[config.mk]
export PLATFORM = sky130hd
export DESIGN_NAME = score_bcd_display
export DESIGN_NICKNAME = d
export VERILOG_FILES = /design/src/rtl/score_pkg.sv /design/src/rtl/seg7_decoder.sv /design/src/rtl/score_bcd_display.sv
export SDC_FILE = /design/constraint.sdc
export NUM_CORES = 1
export LEC_CHECK = 0
export BUFFER_PORTS_ARGS = -buffer_cell sky130_fd_sc_hd__clkbuf_2
export CORE_ASPECT_RATIO = 1.5
export CORE_MARGIN = 2
export CORE_UTILIZATION = 52
export CTS_CLUSTER_DIAMETER = 50
export DETAILED_ROUTE_END_ITERATION = 8
export GPL_TIMING_DRIVEN = 0
export PLACE_DENSITY = 0.86
export RECOVER_POWER = 50
export SLEW_MARGIN = 20
export SYNTH_ARGS = -nofsm -noshare
export SYNTH_HDL_FRONTEND = slang
export SYNTH_SLANG_ARGS = --single-unit
export TNS_END_PERCENT = 30
[constraint.sdc]
create_clock -name clk -period 1.4 [get_ports clk]
set_clock_uncertainty 0.15 [all_clocks]
set_input_delay 0.21 -clock clk [delete_from_list [all_inputs] [get_ports clk]]
set_output_delay 0.21 -clock clk [all_outputs]
set_load 0.02 [all_outputs]
[src/rtl/score_pkg.sv]
// Shared constants, FSM encoding and 7-segment patterns for the score BCD display path.
package score_pkg;

  localparam int SCORE_W = 8;
  localparam int DIGITS  = 3;
  localparam int BCD_W   = DIGITS * 4;

  typedef logic [1:0] state_t;
  localparam state_t IDLE  = 2'd0;
  localparam state_t SHIFT = 2'd1;
  localparam state_t DONE  = 2'd2;

  // Active-low segments, bit 0 = a ... bit 6 = g
  localparam logic [6:0] SEG_BLANK = 7'h7F;

  function automatic logic [6:0] seg_pattern(input logic [3:0] d);
    case (d)
      4'd0:    return 7'h40;
      4'd1:    return 7'h79;
      4'd2:    return 7'h24;
      4'd3:    return 7'h30;
      4'd4:    return 7'h19;
      4'd5:    return 7'h12;
      4'd6:    return 7'h02;
      4'd7:    return 7'h78;
      4'd8:    return 7'h00;
      4'd9:    return 7'h10;
      default: return SEG_BLANK;
    endcase
  endfunction

endpackage

[src/rtl/seg7_decoder.sv]
// Combinational BCD digit to active-low 7-segment pattern, with forced blanking.
module seg7_decoder
  import score_pkg::*;
(
  input  logic [3:0] digit,
  input  logic       blank,
  output logic [6:0] seg
);

  assign seg = blank ? SEG_BLANK : seg_pattern(digit);

endmodule

[src/rtl/score_bcd_display.sv]
// Score to BCD converter (iterative double dabble), re-triggered when the score changes.
// Optional 4-digit multiplexed 7-segment driver enabled by defining SCORE_SEG7_EN.
module score_bcd_display #(
  parameter int SCORE_W     = 8,
  parameter int DIGITS      = 3,
  parameter int REFRESH_DIV = 100000
) (
  input  logic                  clk,
  input  logic                  rst,
  input  logic [SCORE_W-1:0]    score,
  output logic [DIGITS*4-1:0]   bcd,
  output logic                  bcd_valid,
  output logic                  busy
`ifdef SCORE_SEG7_EN
  ,
  output logic [6:0]            seg,
  output logic [3:0]            an,
  output logic                  dp
`endif
);
  import score_pkg::*;

  localparam int ACC_W = DIGITS * 4;
  localparam int CNT_W = $clog2(SCORE_W + 1);

  state_t             state;
  logic [CNT_W-1:0]   cnt;
  logic [SCORE_W-1:0] bin;
  logic [SCORE_W-1:0] last_score;
  logic [ACC_W-1:0]   acc;
  logic [ACC_W-1:0]   acc_adj;

  // Add-3 correction on every nibble that would overflow past 9 when doubled
  always_comb begin
    acc_adj = acc;
    for (int i = 0; i < DIGITS; i++)
      if (acc[i*4 +: 4] >= 4'd5) acc_adj[i*4 +: 4] = acc[i*4 +: 4] + 4'd3;
  end

  assign busy = (state != IDLE);

  always_ff @(posedge clk) begin
    if (rst) begin
      state      <= IDLE;
      cnt        <= '0;
      bin        <= '0;
      last_score <= '0;
      acc        <= '0;
      bcd        <= '0;
      bcd_valid  <= 1'b0;
    end else begin
      bcd_valid <= 1'b0;
      case (state)
        IDLE: begin
          if (score != last_score) begin
            bin        <= score;
            last_score <= score;
            acc        <= '0;
            cnt        <= '0;
            state      <= SHIFT;
          end
        end
        SHIFT: begin
          acc <= {acc_adj[ACC_W-2:0], bin[SCORE_W-1]};
          bin <= {bin[SCORE_W-2:0], 1'b0};
          cnt <= cnt + 1'b1;
          if (cnt == CNT_W'(SCORE_W - 1)) state <= DONE;
        end
        DONE: begin
          bcd       <= acc;
          bcd_valid <= 1'b1;
          state     <= IDLE;
        end
        default: state <= IDLE;
      endcase
    end
  end

`ifdef SCORE_SEG7_EN
  localparam int RC_W = $clog2(REFRESH_DIV + 1);

  logic [RC_W-1:0] rc;
  logic [1:0]      slot;
  logic [3:0]      dig;
  logic            blank;
  logic [6:0]      seg_d;

  // Leading-zero blanking; slot 3 has no digit behind it
  always_comb begin
    dig   = 4'd0;
    blank = 1'b1;
    case (slot)
      2'd0: begin dig = bcd[3:0];  blank = 1'b0; end
      2'd1: begin dig = bcd[7:4];  blank = (bcd[11:8] == 4'd0) && (bcd[7:4] == 4'd0); end
      2'd2: begin dig = bcd[11:8]; blank = (bcd[11:8] == 4'd0); end
      default: ;
    endcase
  end

  seg7_decoder u_dec (
    .digit (dig),
    .blank (blank),
    .seg   (seg_d)
  );

  assign dp = 1'b1;

  always_ff @(posedge clk) begin
    if (rst) begin
      rc   <= '0;
      slot <= 2'd0;
      seg  <= SEG_BLANK;
      an   <= 4'hF;
    end else begin
      if (rc == RC_W'(REFRESH_DIV - 1)) begin
        rc   <= '0;
        slot <= slot + 2'd1;
      end else begin
        rc <= rc + 1'b1;
      end
      seg <= seg_d;
      an  <= (slot == 2'd3) ? 4'hF : ~(4'b0001 << slot);
    end
  end
`else
  logic unused_refresh;
  assign unused_refresh = (REFRESH_DIV > 0);
`endif

endmodule

======== Yosys cells after proc, flatten, opt, wreduce, memory -nomap -nowiden ========
Cells that the tools add are included.
storage, ports and cells
  output and inout bits ................... 14
  bits in registers ....................... 47
  input port bits ......................... 10
  word-level logic and storage cells ...... 39
operators by class
  magnitude comparators ................... 3
  multiplexer cells ....................... 13
  reductions and logical operators ........ 6
  equal/unequal tests ..................... 6
  $add $sub $neg .......................... 4
operators with widths
  cell                   count
  $pmux W12 S2           1
  $pmux W8 S2            1
  $ge A4 B3 Y1 const B   3
  $mux W12               1
  $mux W4                3
  $add A4 B2 Y4 const B  2
  $mux W8                1
  $ne A8 B8 Y1           1
  $pmux W4 S2            1
  $reduce_and A2 Y1      3
  $add A4 B1 Y4 const B  1
  $eq A4 B3 Y1 const B   1
  $mux W2                2
  $ne A2 B2 Y1 const B   2
  $pmux W2 S2            1
  $reduce_bool A2 Y1     2
  $add A3 B2 Y3 const B  1
  $mux W3                1
  $eq A2 B1 Y1 const B   1
  $eq A2 B2 Y1 const B   1
  $logic_not A2 Y1       1
  $mux W1                1

======== Logic depth before layout (Yosys ltp) ========
Gate-level depths: netlist (run 1).
  word-level depth ........................ 3
  depth in mapped cells ................... 7
  depth with buffers taken out ............ 7

======== Worst setup path before layout (run 1) ========
Ideal clock, no wire load.
  path type ............................... reg2reg
  start ................................... reg last_score[5]
  end ..................................... reg acc[11]
  setup slack ............................. -0.147 ns
  path buffers ............................ 1
  data required time ...................... 1.176 ns
  stages on the path, launching flop included .. 7
  setup time .............................. 0.074 ns
  data arrival time ....................... 1.323 ns
  clock period less this slack ............ 1.547 ns
  cells stage by stage .................... dfxtp_1 -> xnor2_1 -> nand4_4 -> o21ai_4 -> buf_4 -> nand3_1 -> a31oi_1
between the ends
  longest elaborated chain between the ends .. 3
ends and longest elaborated chain
  what                         line                     source
  from (decl)                  score_bcd_display.sv:29  logic [SCORE_W-1:0] last_score;
  from (signal assigned)       score_bcd_display.sv:57  last_score <= score;
  $ne A8 B8 Y1                 score_bcd_display.sv:55  if (score != last_score) begin
  $ne A2 B2 Y1 (no line)       -
  $reduce_and A2 Y1 (no line)  -
  to (signal assigned)         score_bcd_display.sv:64  acc <= {acc_adj[ACC_W-2:0], bin[SCORE_W-1]};
  to (decl)                    score_bcd_display.sv:30  logic [ACC_W-1:0] acc;
Every way passes these cells.
A chain may end at the register's enable or synchronous reset.

======== Worst setup path in the final report (run 1) ========
  start ................................... reg last_score[4]
  end ..................................... reg acc[5]
The elaborated chain is that of the path after synthesis.

==> results of run 1 <==
==> where the power goes <==
group / internal, mW / leakage, nW / switching, mW / total (mW)
Sequential: 1.38 / 0.388 / 0.0362 / 1.41
Combinational: 0.168 / 0.523 / 0.209 / 0.378
Clock: 0.352 / 0.0422 / 0.461 / 0.813
==> layout make-up <==
| cell class | count | area (um^2) |
|---|---|---|
| Buffer | 15 | 106 |
| Clock buffer | 7 | 76.3 |
| Clock inverter | 1 | 5.00 |
| Fill cell | 326 | 1270 |
| Inverter | 7 | 26.3 |
| Multi-Input combinational cell | 185 | 1240 |
| Sequential cell | 47 | 961 |
| Tap cell | 45 | 56.3 |
| Timing Repair Buffer | 33 | 214 |
==> what timing repair did <==
| item | 4_1_cts | 5_1_grt |
|---|---|---|
| pin swaps | 14 | 14 |
| setup endpoints to repair | 44 | 45 |
| resized for setup | 22 | 17 |
| gates cloned | 2 | 1 |
| setup buffers | 6 | 2 |
==> sequential cells by signal (all words and copies together) (netlist names) <==
signal and count:
acc 12, bcd 12, bcd_valid 1, bin 8, cnt 4, last_score 8
state 2
==> per-layer routing <==
metal | wire [um] | share of wire [%] | up-vias
met1 | 2060 | 41 | 901
met2 | 2690 | 54 | 45
met5 | 0 | 0 | -
met3 | 171 | 3.4 | 7
met4 | 63 | 1.3 | 0
li1 | - | - | 963
==> cells in the final DEF (no fill, tap or decap), types with 2 or more instances in the layout <==
cell / count
buf_4: 10
and2_1: 2
xor2_1: 2
xnor2_1: 4
buf_12: 2
nor2_1: 9
a21oi_1: 26
a31oi_1: 13
dfxtp_2: 10
a21oi_2: 6
buf_2: 3
buf_6: 3
nand2_1: 46
dfxtp_4: 2
nand3_1: 19
xnor2_2: 8
o21ai_0: 4
clkbuf_8: 5
ha_1: 7
clkbuf_1: 14
o211ai_1: 8
dfxtp_1: 35
inv_1: 6
nor2b_1: 2
nand2b_1: 5
nand3_2: 10
nand4_4: 2
mux2i_1: 2
buf_1: 3
clkbuf_4: 2
clkbuf_2: 12
==> metrics by stage <==
| step | utilization (%) | instance area, um^2 |
|---|---|---|
| after detailed placement | 61.2 | 2420 |
| after global placement | 61.2 | 2420 |
| after CTS | 66.1 | 2620 |
| final | 67.8 | 2690 |
| after floorplan | - | 2250 |
| after global routing | 67.8 | 2690 |
==> kinds of logic after synthesis <==
family,Yosys count
buf+inv,23
simple gates,103
mux,2
xor+xnor,14
compound gates,59
flops,47
fa+ha+maj,7
==> how the worst max path moves through the flow <==
stage,start,end,slack (ns),cells after the start
final,last_score[4],acc[5],-0.18,7
after global placement,state[1],cnt[0],-0.31,5
after CTS,last_score[7],bin[4],-0.17,7
after global routing,last_score[0],bin[2],-0.25,7
after floorplan,last_score[2],bin[1],-0.09,6
after detailed placement,state[1],cnt[0],-0.36,5
==> critical path, cell delays in order, from the launching register on <==
cell     delay [ns]
dfxtp_1        0.34
xnor2_2        0.20
nand4_4        0.13
o21ai_4        0.18
buf_12         0.15
buf_4          0.14
nand3_1        0.08
a21oi_1        0.12
==> summary.txt, run 1 <==
Routing
  – TritonRoute pass-1 iters: 4
  – Via count: roughly 1900
  – Post-Route WL: around 5000 um
  – Vias/cell: ~5.6
  – DRT antenna net count: 0
  – DRC errors left: 0
  – DRT iter0 DRCs: 80
  – Drt wl/cell: about 15 um

Min path
  – HP Start: score[0]
  – WHS Path Cells: 3
  – WHS Endpoint: last_score[0]
  – Worst hold path type: input pin to register

Yosys
  – Post-Syn Area: approximately 2100 um^2
  – Mapped Nets: approximately 270
  – Yosys warns: 0
  – Synth Instances: between 200 and 300
  – Simple-gate share of the synthesized area: 23.2%
  – Yosys top cell area share: 44.1%
  – Top_reg_cell synth: dfxtp_1
  – Synth Area in Adders: 4.10%
  – Synth Register Bits: 47
  – Xor/xnor share of the synthesized area: 6.80%
  – Most common cell in the synthesized netlist: dfxtp_1
  – Sequential element share of the synthesized area: approximately 44%
  – Yosys top cell by area: dfxtp_1
  – Mux contribution to synthesized area: less than 1%
  – Synth cell types: 31
  – Top cells by area, synth: dfxtp_1, nand2_1, a21oi_1, nand3_1, ha_1
  – Async set or reset register ratio after synthesis: 0%
  – Most frequent cells after synthesis: dfxtp_1, nand2_1, a21oi_1
  – Avg Inst Size Synth: 8.37 um^2
  – Compound-Gate Fraction of Synth Area: between 10% and 20%
  – Largest family of logic cells by synthesized area: simple AND/OR/NAND/NOR gates
  – Number of synthesized flops with an enable pin: 0

Run
  – Max_cap viols: 0

CTS
  – CTS tree: done
  – Clock transition at path regs: approximately 0.090 ns
  – Hold_buf cts: 0
  – H-tree Lvls: 2
  – Root Buffer: clkbuf_8
  – Clk sinks: between 40 and 50
  – Max clock buf depth: 2
  – Clk Latency, worst-skew pair: about 0.31 ns
  – CTS buffer count: 5

Place
  – Final GP Congestion: a little under 0.8
  – Detailed-placement wirelength estimate: between 3000 and 4000 um
  – Placed cells: 322
  – Dpl ws: -0.364 ns
  – Port buffer count: 22

Pwr
  – PwrDens: ~970 nW/um^2
  – Leak Pwr: between 0.9 and 1 nW
  – Max IR drop VDD: between 0.001 and 0.0015 V
  – Power after layout: roughly 2.6 mW

Global routing
  – GRT met3 Usage: under 10%
  – Gr busiest metal: met2
  – Met1 Usage GRT: 23.8%
  – M2 GR Usage: 41.3%
  – Total track usage: 21.6%
  – Largest net degree at the start of global routing: 14
  – First-pass GRT wire length: ~7900 um
  – Vias in the first global route: around 1700
  – Initial antenna violation count: 0
  – Total grt overflow: 0

Timing
  – Endpoints failing setup: 35
  – Post-route clock period utilization: 113%
  – Final hold slack: around 0.057 ns
  – Post-layout min period: 1.58 ns
  – Fin. Hold Viols: 0
  – Slew margin rel.: about three fifths
  – Max frequency: between 600 and 700 MHz
  – Setup WS post-layout: -0.183 ns
  – Fin Setup TNS: -4.40 ns
  – Worst Max-Slew Pin Slew: 0.610 ns
  – Slew Viols, Final: 0
  – Unrepaired setup endpoints after global routing: true

Setup path
  – Crit-path max FO: 8
  – R2R Setup Slk: -0.18 ns
  – Reg2reg end: acc[5]
  – CP startpoint kind: register
  – Critical Path RT: between 1 and 1.5 ns
  – Crit end category: register
  – Critical path arrival: between 1.5 and 2 ns
  – Reg2Reg Depth: 7
  – Setup CP Type: register to register
  – FF-to-FF Start: last_score[4]

Finish
  – Layout net count: about 310
  – Share of cells above drive strength 1: approximately 28%
  – Fin cells: 340
  – Antenna cells: 0
  – Area Growth Syn to Fin: 25.8%

Die
  – Die footprint: ~4600 um^2
  – DIE WIDTH: 56.3 um
  – Die H: a little over 80 um
  – # IOs: 24
  – Core ar.: 3960 um^2
  – Row cnt: 28
  – Starting Density: 53.9%

Outcome
  – Failing checks: negative setup slack
  – Status: complete, but fails checks
Power figures use the tool's default switching activity.
==> run 2, diff against run 1 <==
PLACE_DENSITY = 0.83   (was 0.86)
SETUP_SLACK_MARGIN = 0.1   (was unset)
clock period = 1.5 ns   (was 1.4 ns; I/O delays follow)
==> summary.txt, run 2 (synthesized netlist as in run 1, its figures left out) <==
Global routing
  – Total grt overflow: 0 (unchanged)
  – First-pass GRT wire length: 8760 um (was 7920 um)
  – Vias in the first global route: 1912 (was 1749)
  – Largest net degree at the start of global routing: 14 (unchanged)
  – Total track usage: 24.1% (was 21.6%)
  – Initial antenna violation count: 0 (unchanged)

Die
  – # IOs: 24 (unchanged)
  – Die footprint: 4640 um^2 (unchanged)
  – Core ar.: 3960 um^2 (unchanged)
  – Die H: 82.5 um (unchanged)
  – Starting Density: 53.9% (unchanged)
  – DIE WIDTH: 56.3 um (unchanged)
  – Row cnt: 28 (unchanged)

Setup path
  – CP most frequent cell: buf_6
  – Setup CP Type: register to register (unchanged)
  – Critical path cell sequence: xnor2_4 -> nand4_4 -> o21ai_4 -> buf_6 -> buf_6 -> nand3_1 -> a31oi_1 (was xnor2_2 -> nand4_4 -> o21ai_4 -> buf_12 -> buf_4 -> nand3_1 -> a21oi_1)
  – Crit-path max FO: 5 (was 8)
  – Crit-path max cell delay: 0.37 ns (was 0.34 ns)
  – Critical path arrival: 1.74 ns (was 1.67 ns)
  – Reg2Reg Depth: 7 (unchanged)
  – Critical Path RT: 1.58 ns (was 1.49 ns)
  – CP startpoint kind: register (unchanged)
  – Crit end category: register (unchanged)
  – Max stage delay cell, worst path: dfxtp_4 (was dfxtp_1)

Routing
  – Post-Route WL: 5510 um (was 4990 um)
  – Vias/cell: 5.80 (was 5.64)
  – DRC errors left: 0 (unchanged)
  – DRT iter0 DRCs: 60 (was 80)
  – DRT antenna net count: 0 (unchanged)
  – Drt wl/cell: 16.0 um (was 14.7 um)
  – Via count: 2001 (was 1916)
  – TritonRoute pass-1 iters: 6 (was 4)

Pwr
  – Leak Pwr: 0.977 nW (was 0.954 nW)
  – PwrDens: 880 nW/um^2 (was 970 nW/um^2)
  – Max IR drop VDD: 0.000868 V (was 0.00113 V)

CTS
  – Root Buffer: clkbuf_8 (unchanged)
  – CTS tree: done (unchanged)
  – Clk Latency, worst-skew pair: 0.30 ns (was 0.31 ns)
  – Max clock buf depth: 2 (unchanged)
  – Clk sinks: 47 (unchanged)
  – Clock transition at path regs: 0.08 ns (was 0.09 ns)
  – H-tree Lvls: 2 (unchanged)
  – CTS buffer count: 5 (unchanged)

Finish
  – Commonest non-fill, non-tap cells in the layout: nand2_1, dfxtp_1, a21oi_1 (unchanged)
  – Final Cell Area: 2770 um^2 (was 2690 um^2)
  – Commonest non-fill, non-tap cell in the layout: nand2_1 (unchanged)
  – Antenna cells: 0 (unchanged)
  – Biggest regs: acc (12), bcd (12) (unchanged)
  – Layout net count: 316 (was 311)
  – Share of cells above drive strength 1: 32.0% (was 28.5%)
  – Area Growth Syn to Fin: 29.7% (was 25.8%)
  – Fin cells: 345 (was 340)

Timing
  – Max frequency: 602 MHz (was 632 MHz)
  – Setup WS post-layout: -0.161 ns (was -0.183 ns)
  – Fin. Hold Viols: 0 (unchanged)
  – Worst Max-Slew Pin Slew: 0.643 ns (was 0.610 ns)
  – Endpoints failing setup: 34 (was 35)
  – Slew Viols, Final: 0 (unchanged)
  – Post-route clock period utilization: 111% (was 113%)
  – Unrepaired setup endpoints after global routing: true (unchanged)
  – Slew margin rel.: 57.1% (was 59.4%)
  – Post-layout min period: 1.66 ns (was 1.58 ns)

Place
  – Cell Area, Placed: 2420 um^2 (unchanged)
  – Port buffer count: 22 (unchanged)
  – Detailed-placement wirelength estimate: 3420 um (was 3300 um)
  – Final GP Congestion: 0.792 (was 0.796)
  – Dpl ws: -0.241 ns (was -0.364 ns)
  – Placed cells: 322 (unchanged)

Min path
  – WHS Path Cells: 3 (unchanged)
  – Worst hold path type: input pin to register (unchanged)

Outcome
  – Failing checks: negative setup slack (unchanged)
  – Status: complete, but fails checks (unchanged)

Run
  – Max_cap viols: 0 (unchanged)
==> run 2: layer usage <==
metal / global-route usage [%] / wire, um / up-vias
met1: 25.4 / 2040 / 935
met4: 9.05 / 133 / 0
li1: - / - / 972
met2: 47.3 / 3100 / 75
met5: 0 / 0 / -
met3: 4.21 / 242 / 19
==> run 2: path summary, 6_finish.rpt <==
check / slack [ns] / from / to
worst max-delay path: -0.16 / last_score[4] / acc[7]
worst min-delay path: 0.09 / score[0] / last_score[0]
worst max register to register: -0.16 / last_score[4] / acc[7]
worst min register to register: 0.30 / bcd[11] / bcd[11]
==> run 2: final cells by class <==
type / instances / area [um^2]
Multi-Input combinational cell: 185 / 1290
Inverter: 7 / 26.3
Clock inverter: 1 / 5.00
Clock buffer: 7 / 76.3
Timing Repair Buffer: 37 / 240
Fill cell: 312 / 1190
Sequential cell: 47 / 965
Tap cell: 45 / 56.3
Buffer: 16 / 113
==> run 2: metrics by stage <==
stage          setup TNS, ns  util [%]  hold WS, ns  total power, mW
3_5_place_dp           -6.32      61.2        0.296             1.64
3_3_place_gp           -5.86      61.2        0.291             1.63
5_1_grt                -5.52      69.9        0.129             2.51
4_1_cts                -1.35      67.9       0.0989             2.39
6_report               -3.67      69.9       0.0900             2.44
2_1_floorplan              0         -        0.219             1.56
==> run 2: report_power, final <==
group | switching [mW] | internal (mW)
logic | 0.210 | 0.166
registers | 0.0372 | 1.29
clock network | 0.412 | 0.328
==> run 2: critical path: cells and delay by family (launching register included) <==
kind | cells | cell delay (ns)
AO/OA/AOI/OAI | 2 | 0.41
flip-flops | 1 | 0.37
buffers and inverters | 2 | 0.27
AND/OR/NAND/NOR | 2 | 0.21
XOR/XNOR | 1 | 0.18
==> run 2: timing repair <==
action | 4_1_cts | 5_1_grt
cloned | 1 | 1
pin swaps | 19 | 4
buffers inserted | 13 | 0
gates resized for setup | 31 | 20
setup endpoints to repair | 44 | 45
hold buffers | 0 | 0
==> run 3, diff against run 2 <==
BUFFER_PORTS_ARGS = -buffer_cell sky130_fd_sc_hd__buf_2   (was -buffer_cell sky130_fd_sc_hd__clkbuf_2)
PLACE_DENSITY = 0.86   (was 0.83)
clock period = 1.4 ns   (was 1.5 ns; I/O delays follow)
==> summary.txt, run 3 (synthesized netlist as in run 1, its figures left out) <==
Outcome
  – Status: complete, but fails checks (unchanged)
  – Failing checks: negative setup slack (unchanged)

Finish
  – Filler instances: 307 (was 312)
  – Biggest regs: acc (12), bcd (12) (unchanged)
  – Share of cells above drive strength 1: 30.6% (was 32.0%)
  – Area Growth Syn to Fin: 27.7% (was 29.7%)
  – Final Cell Area: 2730 um^2 (was 2770 um^2)
  – Commonest non-fill, non-tap cells in the layout: nand2_1, dfxtp_1, a21oi_1 (unchanged)
  – Antenna cells: 0 (unchanged)
  – Commonest non-fill, non-tap cell in the layout: nand2_1 (unchanged)
  – Layout net count: 310 (was 316)

Place
  – Cell Area, Placed: 2420 um^2 (unchanged)
  – Detailed-placement wirelength estimate: 3370 um (was 3420 um)
  – Final GP Congestion: 0.793 (was 0.792)
  – Port buffer count: 22 (unchanged)

Routing
  – Post-Route WL: 5030 um (was 5510 um)
  – Via count: 1950 (was 2001)
  – DRT antenna net count: 0 (unchanged)
  – DRC errors left: 0 (unchanged)
  – Drt wl/cell: 14.8 um (was 16.0 um)
  – TritonRoute pass-1 iters: 4 (was 6)
  – DRT iter0 DRCs: 76 (was 60)
  – Vias/cell: 5.75 (was 5.80)

CTS
  – Root Buffer: clkbuf_8 (unchanged)
  – CTS tree: done (unchanged)
  – CTS buffer count: 5 (unchanged)
  – H-tree Lvls: 2 (unchanged)
  – Clk Latency, worst-skew pair: 0.31 ns (was 0.30 ns)
  – Clk sinks: 47 (unchanged)
  – Max clock buf depth: 2 (unchanged)
  – Clock transition at path regs: 0.08 ns (about the same)

Die
  – Starting Density: 53.9% (unchanged)
  – Die H: 82.5 um (unchanged)
  – Die footprint: 4640 um^2 (unchanged)
  – Core ar.: 3960 um^2 (unchanged)
  – DIE WIDTH: 56.3 um (unchanged)
  – # IOs: 24 (unchanged)
  – Row cnt: 28 (unchanged)

Pwr
  – Internal power: 1.94 mW (was 1.78 mW)
  – Max IR drop VDD: 0.000973 V (was 0.000868 V)
  – PwrDens: 979 nW/um^2 (was 880 nW/um^2)
  – Switching share of power: 27.2% (was 27.0%)
  – Logic pwr share: 14.1% (was 15.4%)
  – Part of the power in the clock network: 33.0% (was 30.3%)
  – Leak Pwr: 0.956 nW (was 0.977 nW)
  – Power after layout: 2.67 mW (was 2.44 mW)
  – Reg power frac: 52.9% (was 54.3%)
  – Switching power: 0.726 mW (was 0.659 mW)

Setup path
  – Critical path arrival: 1.69 ns (was 1.74 ns)
  – Critical Path RT: 1.49 ns (was 1.58 ns)
  – Setup CP Type: register to register (unchanged)
  – Crit end category: register (unchanged)
  – R2R Setup Slk: -0.21 ns (was -0.16 ns)
  – Crit-path max FO: 5 (unchanged)
  – CP startpoint kind: register (unchanged)

Timing
  – Post-route clock period utilization: 115% (was 111%)
  – Unrepaired setup endpoints after global routing: true (unchanged)
  – Fin. Hold Viols: 0 (unchanged)
  – Fin Setup TNS: -4.96 ns (was -3.67 ns)
  – Slew margin rel.: 57.6% (was 57.1%)
  – Endpoints failing setup: 34 (unchanged)
  – Slew Viols, Final: 0 (unchanged)
  – Post-layout min period: 1.61 ns (was 1.66 ns)
  – Max frequency: 623 MHz (was 602 MHz)
  – Worst Max-Slew Pin Slew: 0.637 ns (was 0.643 ns)
  – Setup WS post-layout: -0.206 ns (was -0.161 ns)

Global routing
  – First-pass GRT wire length: 8020 um (was 8760 um)
  – Total track usage: 22.3% (was 24.1%)
  – Largest net degree at the start of global routing: 16 (was 14)
  – Initial antenna violation count: 0 (unchanged)
  – Total grt overflow: 0 (unchanged)
  – Vias in the first global route: 1828 (was 1912)

Min path
  – Worst hold path type: input pin to register (unchanged)

Run
  – Max_cap viols: 0 (unchanged)
[run 3: layer usage]
layer	routed length (um)	track usage, %
met1	1960	23.8
met5	0	0
met3	204	3.12
met4	123	16.0
met2	2740	40.2
[run 3: worst max-delay path: stages (launching register included)]
cell and delay (ns):
dfxtp_2 0.34, xnor2_2 0.20, nand4_4 0.12, o21ai_4 0.24, buf_6 0.16, buf_6 0.12, nand3_1 0.09, a21oi_2 0.12
[run 3: area by class of cell]
type / instances / area [um^2] / area share (%)
sequential: 47 / 966 / 35.4
inverter: 7 / 26.3 / 0.964
timing repair buffer: 31 / 190 / 6.98
tap: 45 / 56.3 / 2.07
clock inverter: 2 / 16.3 / 0.597
buffer: 16 / 118 / 4.32
multi-input combinational: 185 / 1270 / 46.6
clock buffer: 6 / 82.6 / 3.03
[run 3: final timing paths]
kind / from / to / cells past startpoint
worst min register to register: bcd[8] / bcd[8] / 2
worst max-delay path: last_score[0] / cnt[1] / 7
worst max register to register: last_score[0] / cnt[1] / 7
worst min-delay path: score[0] / last_score[0] / 3
[run 3: repair_timing]
item                       CTS  global route
cloned                       0             3
hold endpoints to repair     0             0
pin swaps                   17            14
hold buffers                 0             0
buffers inserted             3             3
setup endpoints to repair   46            45
gates resized for setup     19            34
[run 3: power by group through the flow]
stage | combinational [mW] | clock, mW | sequential (mW)
detailed placement | 0.306 | 0 | 1.45
global placement | 0.301 | 0 | 1.44
global route | 0.403 | 0.942 | 1.42
floorplan | 0.229 | 0 | 1.44
CTS | 0.324 | 0.895 | 1.42
finish | 0.375 | 0.881 | 1.41
[run 3: metrics by stage]
stage	hold slack, ns	cells	setup WS, ns	util [%]
2_1_floorplan	0.204	255	-0.0884	-
3_3_place_gp	0.290	322	-0.307	61.2
3_5_place_dp	0.293	322	-0.357	61.2
4_1_cts	0.0528	333	-0.206	65.2
5_1_grt	0.0675	339	-0.284	68.8
6_report	0.0499	339	-0.206	68.8
